File: src/rtl/blowfish128_round_ctrl_if.sv
`default_nettype none
// ============================================================================
// Module      : blowfish128_round_ctrl_if
// Description : Bundle of every non-clock signal of blowfish128_round_ctrl.
//               Carries the host request/result bus, the subkey (P-array)
//               lookup bus and the F-function handshake.
//   slave  modport : controller view (drives PAddr, FEn, FX, Busy, Done,
//                    Error, DataOut; receives the rest)
//   master modport : environment view (host, P-array, F-function)
// Revision    : 1.0 - initial release
// ============================================================================
interface blowfish128_round_ctrl_if;
  logic         Start;    // block request
  logic         Decrypt;  // 1 = reverse subkey order
  logic [127:0] DataIn;   // {L, R}
  logic [4:0]   PAddr;    // subkey index
  logic [63:0]  PData;    // subkey, combinational from PAddr
  logic         FEn;      // F-function enable, low clears it
  logic [63:0]  FX;       // F-function operand
  logic [63:0]  FY;       // F-function result
  logic         FValid;   // F-function result valid
  logic         Busy;     // not IDLE
  logic         Done;     // one-cycle pulse, DataOut valid
  logic         Error;    // sticky timeout flag
  logic [127:0] DataOut;  // {L, R}

  modport slave (
    input  Start, Decrypt, DataIn, PData, FY, FValid,
    output PAddr, FEn, FX, Busy, Done, Error, DataOut
  );

  modport master (
    output Start, Decrypt, DataIn, PData, FY, FValid,
    input  PAddr, FEn, FX, Busy, Done, Error, DataOut
  );
endinterface
`default_nettype wire

File: src/rtl/blowfish128_round_ctrl.sv
`default_nettype none
// ============================================================================
// Module      : blowfish128_round_ctrl
// Description : Round sequencer for a 64-bit-half Blowfish-style Feistel
//               cipher. Walks ROUNDS rounds, fetching subkeys from an external
//               P-array and handshaking with an external F-function, then
//               applies the two output whitening subkeys.
// Ports       : Clk   - rising-edge clock
//               RstN  - asynchronous active-low reset
//               bus   - blowfish128_round_ctrl_if.slave (host, P, F signals)
// Parameters  : ROUNDS  - Feistel rounds (default 16)
//               TIMEOUT - max WAIT cycles per round before Error (default 15)
// Revision    : 1.0 - initial release
// ============================================================================
module blowfish128_round_ctrl #(
  parameter int ROUNDS  = 16,
  parameter int TIMEOUT = 15
) (
  input  logic                            Clk,
  input  logic                            RstN,
  blowfish128_round_ctrl_if.slave         bus
);

  localparam int         CW       = (TIMEOUT > 1) ? $clog2(TIMEOUT) : 1;
  localparam logic [4:0] ROUNDS_W = 5'(ROUNDS);
  localparam logic [4:0] LAST_KEY = 5'(ROUNDS + 1);
  localparam logic [CW-1:0] CNT_LAST = CW'(TIMEOUT - 1);

  typedef enum logic [2:0] {
    IDLE = 3'd0,
    PREP = 3'd1,
    WAIT = 3'd2,
    FIN1 = 3'd3,
    FIN2 = 3'd4,
    DONE = 3'd5
  } state_t;

  state_t          state, state_next;
  logic [63:0]     left, right;
  logic [4:0]      rnd;
  logic [CW-1:0]   wait_cnt;
  logic            dec_mode;
  logic            done_q;
  logic            err_q;
  logic [127:0]    data_out_q;

  logic [4:0]      rnd_inc;
  logic [4:0]      key_round;
  logic [4:0]      key_fin1;
  logic [4:0]      key_fin2;

  assign rnd_inc   = rnd + 5'd1;
  // Decryption walks the P-array backwards: k(i) = ROUNDS+1-i.
  assign key_round = dec_mode ? (LAST_KEY - rnd) : rnd;
  assign key_fin1  = dec_mode ? 5'd1 : ROUNDS_W;
  assign key_fin2  = dec_mode ? 5'd0 : LAST_KEY;

  // --------------------------------------------------------------------------
  // State register and datapath
  // --------------------------------------------------------------------------
  always_ff @(posedge Clk or negedge RstN) begin
    if (!RstN) begin
      state      <= IDLE;
      left       <= '0;
      right      <= '0;
      rnd        <= '0;
      wait_cnt   <= '0;
      dec_mode   <= 1'b0;
      done_q     <= 1'b0;
      err_q      <= 1'b0;
      data_out_q <= '0;
    end else begin
      state  <= state_next;
      // Registered so that Done lines up with the cycle DataOut is valid.
      done_q <= (state == DONE);
      unique case (state)
        IDLE: begin
          if (bus.Start) begin
            left     <= bus.DataIn[127:64];
            right    <= bus.DataIn[63:0];
            dec_mode <= bus.Decrypt;
            rnd      <= '0;
            err_q    <= 1'b0;
          end
        end
        PREP: begin
          left     <= left ^ bus.PData;
          wait_cnt <= '0;
        end
        WAIT: begin
          if (bus.FValid) begin
            left  <= right ^ bus.FY;
            right <= left;
            rnd   <= rnd_inc;
          end else begin
            if (wait_cnt == CNT_LAST) begin
              err_q <= 1'b1;
            end
            wait_cnt <= wait_cnt + 1'b1;
          end
        end
        FIN1: begin
          // Undo the swap of the last round and apply k(ROUNDS).
          left  <= right;
          right <= left ^ bus.PData;
        end
        FIN2: begin
          left <= left ^ bus.PData;
        end
        DONE: begin
          data_out_q <= {left, right};
        end
        default: ;
      endcase
    end
  end

  // --------------------------------------------------------------------------
  // Next state and outputs
  // --------------------------------------------------------------------------
  always_comb begin
    state_next = state;
    bus.PAddr  = 5'd0;
    bus.FEn    = 1'b0;
    bus.FX     = 64'd0;
    bus.Busy   = (state != IDLE);
    unique case (state)
      IDLE: begin
        if (bus.Start) state_next = PREP;
      end
      PREP: begin
        bus.PAddr  = key_round;
        state_next = WAIT;
      end
      WAIT: begin
        bus.FEn = 1'b1;
        bus.FX  = left;
        if (bus.FValid) begin
          state_next = (rnd_inc < ROUNDS_W) ? PREP : FIN1;
        end else if (wait_cnt == CNT_LAST) begin
          state_next = IDLE;
        end
      end
      FIN1: begin
        bus.PAddr  = key_fin1;
        state_next = FIN2;
      end
      FIN2: begin
        bus.PAddr  = key_fin2;
        state_next = DONE;
      end
      DONE: begin
        state_next = IDLE;
      end
      default: state_next = IDLE;
    endcase
  end

  assign bus.Done    = done_q;
  assign bus.Error   = err_q;
  assign bus.DataOut = data_out_q;

endmodule
`default_nettype wire

File: src/flat_wrapper.sv
// flat-port wrapper written by rule: the top's interface ports become plain ports
module blowfish128_round_ctrl_flat 
#(
  parameter int ROUNDS  = 16,
  parameter int TIMEOUT = 15
)
  (Clk, RstN, bus_Start, bus_Decrypt, bus_DataIn, bus_PData, bus_FY, bus_FValid, bus_PAddr, bus_FEn, bus_FX, bus_Busy, bus_Done, bus_Error, bus_DataOut);
  blowfish128_round_ctrl_if bus_i ();
  input  logic Clk;
  input  logic RstN;
  input wire logic [$bits(bus_i.Start)-1:0] bus_Start;
  input wire logic [$bits(bus_i.Decrypt)-1:0] bus_Decrypt;
  input wire logic [$bits(bus_i.DataIn)-1:0] bus_DataIn;
  input wire logic [$bits(bus_i.PData)-1:0] bus_PData;
  input wire logic [$bits(bus_i.FY)-1:0] bus_FY;
  input wire logic [$bits(bus_i.FValid)-1:0] bus_FValid;
  output wire logic [$bits(bus_i.PAddr)-1:0] bus_PAddr;
  output wire logic [$bits(bus_i.FEn)-1:0] bus_FEn;
  output wire logic [$bits(bus_i.FX)-1:0] bus_FX;
  output wire logic [$bits(bus_i.Busy)-1:0] bus_Busy;
  output wire logic [$bits(bus_i.Done)-1:0] bus_Done;
  output wire logic [$bits(bus_i.Error)-1:0] bus_Error;
  output wire logic [$bits(bus_i.DataOut)-1:0] bus_DataOut;
  assign bus_i.Start = bus_Start;
  assign bus_i.Decrypt = bus_Decrypt;
  assign bus_i.DataIn = bus_DataIn;
  assign bus_i.PData = bus_PData;
  assign bus_i.FY = bus_FY;
  assign bus_i.FValid = bus_FValid;
  assign bus_PAddr = bus_i.PAddr;
  assign bus_FEn = bus_i.FEn;
  assign bus_FX = bus_i.FX;
  assign bus_Busy = bus_i.Busy;
  assign bus_Done = bus_i.Done;
  assign bus_Error = bus_i.Error;
  assign bus_DataOut = bus_i.DataOut;
  blowfish128_round_ctrl #(.ROUNDS(ROUNDS), .TIMEOUT(TIMEOUT)) u_core (.Clk(Clk), .RstN(RstN), .bus(bus_i));
endmodule
File: config.mk
export PLATFORM = sky130hd
export DESIGN_NAME = blowfish128_round_ctrl_flat
export DESIGN_NICKNAME = d
export VERILOG_FILES = /design/src/rtl/blowfish128_round_ctrl_if.sv /design/src/rtl/blowfish128_round_ctrl.sv /design/src/flat_wrapper.sv
export SDC_FILE = /design/constraint.sdc
export NUM_CORES = 1
export LEC_CHECK = 0
export ABC_AREA = 0
export CORE_ASPECT_RATIO = 0.5
export CORE_MARGIN = 2
export CORE_UTILIZATION = 45
export CTS_CLUSTER_SIZE = 16
export DETAILED_ROUTE_END_ITERATION = 10
export DONT_BUFFER_PORTS = 1
export PLACE_DENSITY = 0.72
export SYNTH_ARGS = -nofsm -noshare
export SYNTH_HDL_FRONTEND = slang
export SYNTH_SLANG_ARGS = --single-unit
File: constraint.sdc
create_clock -name Clk -period 2.7 [get_ports Clk]
set_clock_uncertainty 0.2 [all_clocks]
set_input_delay 0.135 -clock Clk [delete_from_list [all_inputs] [get_ports Clk]]
set_output_delay 0.135 -clock Clk [all_outputs]
set_load 0.02 [all_outputs]
==> results.yml, run 1 <==
grt:
  grt_first_pass_wirelength_um: 80800
  grt_overflow: 0
  grtUsageMet1: 0.362
  grtUsageTotal: 0.298
  grt_util_met3: 0.0638
  grt_pass1_vias: 14000
  grt_most_used_layer: "met2"
  grt_use_met2: 0.484
  antenna_found_initial: 8
  grt_max_degree: 272
logic_synthesis:
  synth_top_family_by_area: "compound AO/OA/AOI/OAI gates"
  synth_async_sr_flop_share: 1.00
  syn_nets: 1771
  synth_cell_type_count: 41
  synth-edff-count: 0
  synth_ff_type: "dfrtp_1"
  synth_xor_area_frac: 0.116
  synth.cell_area_mm2: 0.0148
  muxShareOfSynthArea: 0.106
  synth-simple-area-share: 0.119
  synthAdderAreaFrac: 0.00423
  synth_seq_cells: 271
  synthCells: 1505
  synth_compound_area_frac: 0.162
  yosysWarnings: 0
  syn_area_per_cell_um2: 9.83
  yosysSeqAreaShare: 0.458
sta:
  hold-worst-slack_ns: -0.938
  fmax_mhz: 384
  slew_headroom: 0.428
  setup_viol_count_final: 0
  worst_pin_slew_ns: 0.858
  fin_crit_ns: 2.60
  slew_violations: 0
  fin_crit_sh: 0.964
  finalHoldViolations: 271
  setup_tns_ns: 0
worst_setup_path:
  critPathLaunchType: "register"
  reg2reg_slack_ns: 0.11
  endpoint_kind: "output pin"
  crit_family: "simple AND/OR/NAND/NOR gates"
  cp.required_ns: 2.37
  crit_arrival_ns: 2.27
  path_max_fanout: 38
  setup.worst_path.class: "register to output pin"
  crit_chain: "buf_4, nor3b_4, buf_12, and2_1"
  crit_buf_inv: 2
  worstRegToRegCells: 5
  cp_slowest_cell: "dfrtp_4"
  max_stage_delay_ns: 0.57
  r2r-start: "u_core.state[0]"
  r2r-end: "u_core.left[28]"
  worst-path-stages: 4
route:
  drtPass1Iterations: 5
  drc: 0
  routed-via-count: 13400
  ant_nets: 0
  wirelength_um: 52500
  wl_per_cell_um: 23.5
  vias_per_cell: 5.98
  drtIter0Drc: 1359
cells_and_area:
  syn2layout_area_growth_pct: 31.3
  layout.nets: 2041
  final_area_mm2: 0.0194
  drive_above_1_share: 0.123
  fill_cells: 2487
clock_network:
  cts_root_buffer: "clkbuf_16"
  cts.htree.levels: 1
  cts_hold_repair.buffers: 321
  cts_tree: "yes"
  cts-buffers-inserted: 27
  path_clk_slew_ns: 0.07
  clock_sinks: 271
  ctsLongestPathBuffers: 3
  clock_latency_ns: 0.57
power_and_ir_drop:
  power_frac_comb: 0.462
  power_density_mw_per_mm2: 1290
  power_frac_clock: 0.153
  switching_share: 0.450
  leakagePower_nw: 8.20
  ir_drop_mv: 0.566
  p_int_mw: 13.8
  p_seq_frac: 0.386
  power.switching_mw: 11.3
run_status:
  outcome: "finished, violations left"
  failed_checks: "hold timing"
place:
  io_buffer_count: 0
  dp_hpwl_um: 31300
  place_congestion: 0.906
  postPlaceCellArea_mm2: 0.0153
die:
  initial_utilization: 0.463
  rows: 46
  die_area_mm2: 0.0344
  fp.dieW_um: 260
  io_pins: 462
  die_h_um: 132
  core_region_area_mm2: 0.0320
hold_path:
  hold_path.class: "primary input to async pin"
job:
  drv_cap: 0
[cell type report]
cell class	instances	area (µm²)	share of cell area
antenna	8	20.0	0.00103
clock buffer	42	782	0.0402
clock inverter	7	66.3	0.00341
inverter	6	22.5	0.00116
multi-input combinational	1109	7550	0.388
sequential	271	6790	0.349
tap	432	541	0.0278
timing repair buffer	360	3670	0.189
[worst reg2reg max path, delay by kind of cell, from the launching register on]
kind / cells / cell delay, ns
AOI/OAI and AO/OA: 3 / 0.52
and+or+nand+nor: 1 / 0.64
DFF: 1 / 0.57
buffers and inverters: 1 / 0.58
[stage by stage]
stage	std cells	utilization	total power [mW]	setup WS, ns
2_1_floorplan	1505	-	16.5	0.630
3_3_place_gp	1854	0.478	19.1	0.451
3_5_place_dp	1854	0.478	19.4	0.414
4_1_cts	2224	0.606	24.4	0.0198
5_1_grt	2235	0.607	26.4	-0.00119
6_report	2235	0.607	25.0	0.0961
[power groups by stage]
stage          registers (mW)  logic, mW  clock network [mW]
2_1_floorplan            8.62       7.87                   0
3_3_place_gp             9.53       9.52                   0
3_5_place_dp             9.59       9.78                   0
4_1_cts                  9.53       11.0                3.86
5_1_grt                  9.84       12.5                4.03
6_report                 9.64       11.6                3.81
[cell usage after synthesis (all sizes together), types with 4 or more instances]
| library cell | number | area, µm² |
|---|---|---|
| mux2i | 11 | 110 |
| a22o | 63 | 552 |
| a21oi | 197 | 986 |
| xor2 | 65 | 569 |
| nand2 | 137 | 514 |
| nor2 | 76 | 285 |
| nand2b | 4 | 25.0 |
| buf | 41 | 210 |
| ha | 5 | 62.6 |
| mux2 | 129 | 1450 |
| and2 | 64 | 400 |
| xnor2 | 131 | 1150 |
| inv | 6 | 22.5 |
| clkbuf | 78 | 293 |
| nor2b | 68 | 425 |
| dfrtp | 271 | 6780 |
| o22ai | 54 | 338 |
| o21ai | 73 | 365 |
| nand3 | 5 | 25.0 |
[registers in the layout, indices dropped and copies added, names as in the netlist]
name,flops
u_core.bus.Error,1
u_core.right,64
u_core.state,3
u_core.wait_cnt,4
u_core.dec_mode,1
u_core.rnd,5
u_core.left,64
u_core.bus.DataOut,128
u_core.bus.Done,1
[layout by cell type (no fill, tap or decap), types with 12 or more instances in the layout]
| cell | n |
|---|---|
| a21oi_1 | 196 |
| a22o_1 | 63 |
| and2_1 | 64 |
| buf_12 | 12 |
| buf_4 | 24 |
| clkbuf_16 | 27 |
| dfrtp_1 | 268 |
| dlygate4sd3_1 | 321 |
| mux2_2 | 129 |
| nand2_1 | 137 |
| nor2_1 | 75 |
| nor2b_1 | 67 |
| o21ai_0 | 72 |
| o22ai_1 | 54 |
| xnor2_1 | 131 |
| xor2_1 | 65 |
[metal layers]
metal  share of wire  wire length [µm]
met1            0.38             19800
met3           0.081              4260
met2            0.48             25100
met5               0                 0
met4           0.062              3250
[worst max-delay path by stage]
stage,startpoint,endpoint
floorplan,u_core.state[1],u_core.dec_mode
global placement,u_core.state[2],u_core.left[50]
detailed placement,u_core.state[2],u_core.left[53]
CTS,u_core.state[2],bus_FX[1]
global route,u_core.state[0],u_core.right[46]
finish,u_core.state[0],bus_FX[21]
[kinds of logic after synthesis]
group | after synthesis
muxes | 140
and+or+nand+nor | 365
DFF | 271
AOI/OAI and AO/OA | 403
xor gates and xnor gates | 196
adders and majority gates | 5
buffers and inverters | 125
[what timing repair did]
action,CTS,global route
buffers inserted,0,3
endpoints found under the setup margin,31,65
gates cloned,0,0
hold endpoints to repair,412,271
gates resized for setup,1,6
pin swaps,0,1
(Power assumes the default switching activity.)
==> run 2: changes to the inputs <==
- CORE_ASPECT_RATIO: 0.5 -> not set
- SKIP_CTS_REPAIR_TIMING: not set -> 1
==> run 2 against run 1 <==
  * The run still ends with hold timing left
  * Fmax decreased by 2.7%
  * Core utilization decreased by 0.54 points
  * Combinational power decreased by 3%
  * Flip-flop and latch count unchanged
  * Worst hold slack got worse by 0.0011 ns
  * First-iteration DRC count decreased by 4.9%
  * Cell area increased by 0.52%
  * Routed wire length decreased by 0.96%
  * Sequential power decreased by 0.5%
  * Clock-buffer cell count increased by 6
  * Critical path type is now register to register
  * Largest cell class unchanged
  * Highest routed layer unchanged
==> results.yml, run 2 (synthesis gave the netlist of run 1 again) <==
route:
  drc: 0
  top_layer: "met4"
  wirelength_um: 52000
  ant_nets: 0
  vias_per_cell: 5.99
  drtPass1Iterations: 8
  routed-via-count: 13400
  wl_met2_um: 25000
  wl_per_cell_um: 23.2
  wl_met1_um: 19000
  drtIter0Drc: 1292
  route.met3.wl_um: 5120
place:
  io_buffer_count: 0
  dp_slack_ns: 0.350
  dp_hpwl_um: 29000
  place_congestion: 0.887
grt:
  grt_pass1_vias: 11500
  grt_overflow: 0
  grt_max_degree: 272
  antenna_found_initial: 4
  grtUsageTotal: 0.246
  grt_first_pass_wirelength_um: 66200
cells_and_area:
  largest_register_ffs: 128
  layout.nets: 2034
  drive_above_1_share: 0.124
  syn2layout_area_growth_pct: 32.0
  final_common_cell: "dlygate4sd3_1"
  final_cell_mix: "dlygate4sd3_1 (317), dfrtp_1 (268), a21oi_1 (197), nand2_1 (137), xnor2_1 (131)"
  fill_cells: 2403
die:
  die_area_mm2: 0.0344
  io_pins: 462
  fp.dieW_um: 185
  initial_utilization: 0.456
  rows: 66
  die_h_um: 185
  core_region_area_mm2: 0.0325
worst_setup_path:
  max_stage_delay_ns: 0.60
  endpoint: "u_core.right[28]"
  cp.required_ns: 2.96
  reg2reg_slack_ns: 0.02
  worst-path-stages: 6
  r2r-end: "u_core.right[28]"
  endpoint_kind: "register"
  crit_family: "buffers and inverters"
  crit_chain: "buf_12, nand2_1, xnor2_1, o22ai_1, dlygate4sd3_1, o21ai_0"
  crit_arrival_ns: 2.94
  critPathLaunchType: "register"
  worstRegToRegCells: 6
  crit_start: "u_core.state[0]"
  r2r-start: "u_core.state[0]"
  cp_slowest_cell: "dlygate4sd3_1"
  crit_buf_inv: 2
  setup.worst_path.class: "register to register"
  path_max_fanout: 105
power_and_ir_drop:
  power.switching_mw: 11.3
  ir_drop_mv: 0.717
  p_int_mw: 13.8
  power_density_mw_per_mm2: 1280
  power_frac_clock: 0.172
  p_seq_frac: 0.382
  leakagePower_nw: 8.27
  switching_share: 0.450
  power_frac_comb: 0.445
job:
  drv_cap: 0
clock_network:
  clock_latency_ns: 0.57
  path_clk_slew_ns: 0.06
  cts_root_buffer: "clkbuf_16"
  cts.htree.levels: 1
  ctsLongestPathBuffers: 3
  cts_tree: "yes"
  cts-buffers-inserted: 31
  clock_sinks: 271
sta:
  setup_viol_count_final: 0
  fin_crit_ns: 2.68
  slew_violations: 0
  fin_ws_ns: 0.0248
  fin_crit_sh: 0.991
  slew_headroom: 0.178
  fmax_mhz: 374
  worst_pin_slew_ns: 1.23
  finalHoldViolations: 274
  hold-worst-slack_ns: -0.939
run_status:
  failed_checks: "hold timing"
  outcome: "finished, violations left"
hold_path:
  hold_path.class: "primary input to async pin"
[run 2: per-layer routing]
metal,GRT usage,vias to the layer above
li1,-,5700
met1,0.307,6512
met2,0.409,923
met3,0.0604,267
met4,0.0978,0
met5,0,-
[run 2: power by group through the flow]
stage	Sequential (mW)	Combinational [mW]	Clock, mW
after detailed placement	9.48	9.67	0
after CTS	9.44	9.71	4.35
after floorplan	8.62	7.87	0
after global routing	9.79	12.0	4.55
after global placement	9.39	9.37	0
final	9.59	11.2	4.33
[run 2: worst min-delay path by stage]
stage	depth (start not counted)	slack, ns	from	endpoint
3_3_place_gp	0	-0.35	RstN	u_core.bus.DataOut[18]
4_1_cts	0	-0.96	RstN	u_core.right[17]
2_1_floorplan	0	-0.36	RstN	u_core.bus.DataOut[0]
6_report	0	-0.94	RstN	u_core.bus.DataOut[82]
5_1_grt	0	-0.97	RstN	u_core.right[17]
3_5_place_dp	0	-0.36	RstN	u_core.right[18]
[run 2: metrics by stage]
stage	std cells	utilization	total power [mW]	area (µm²)	TNS, ns
2_1_floorplan	1505	-	16.5	14800	0
3_3_place_gp	1859	0.471	18.8	15300	0
3_5_place_dp	1859	0.471	19.2	15300	0
4_1_cts	1917	0.504	23.5	16300	-0.317
5_1_grt	2238	0.602	26.4	19500	-0.0186
6_report	2238	0.602	25.1	19500	0
[run 2: final cells by class]
cell class / count / area [µm²] / share of cell area
timing repair buffer: 348 / 3580 / 0.183
tap: 442 / 553 / 0.0283
sequential: 271 / 6790 / 0.347
inverter: 6 / 22.5 / 0.00115
antenna: 3 / 7.51 / 0.000384
multi-input combinational: 1110 / 7550 / 0.386
clock inverter: 10 / 115 / 0.00589
clock buffer: 48 / 930 / 0.0476
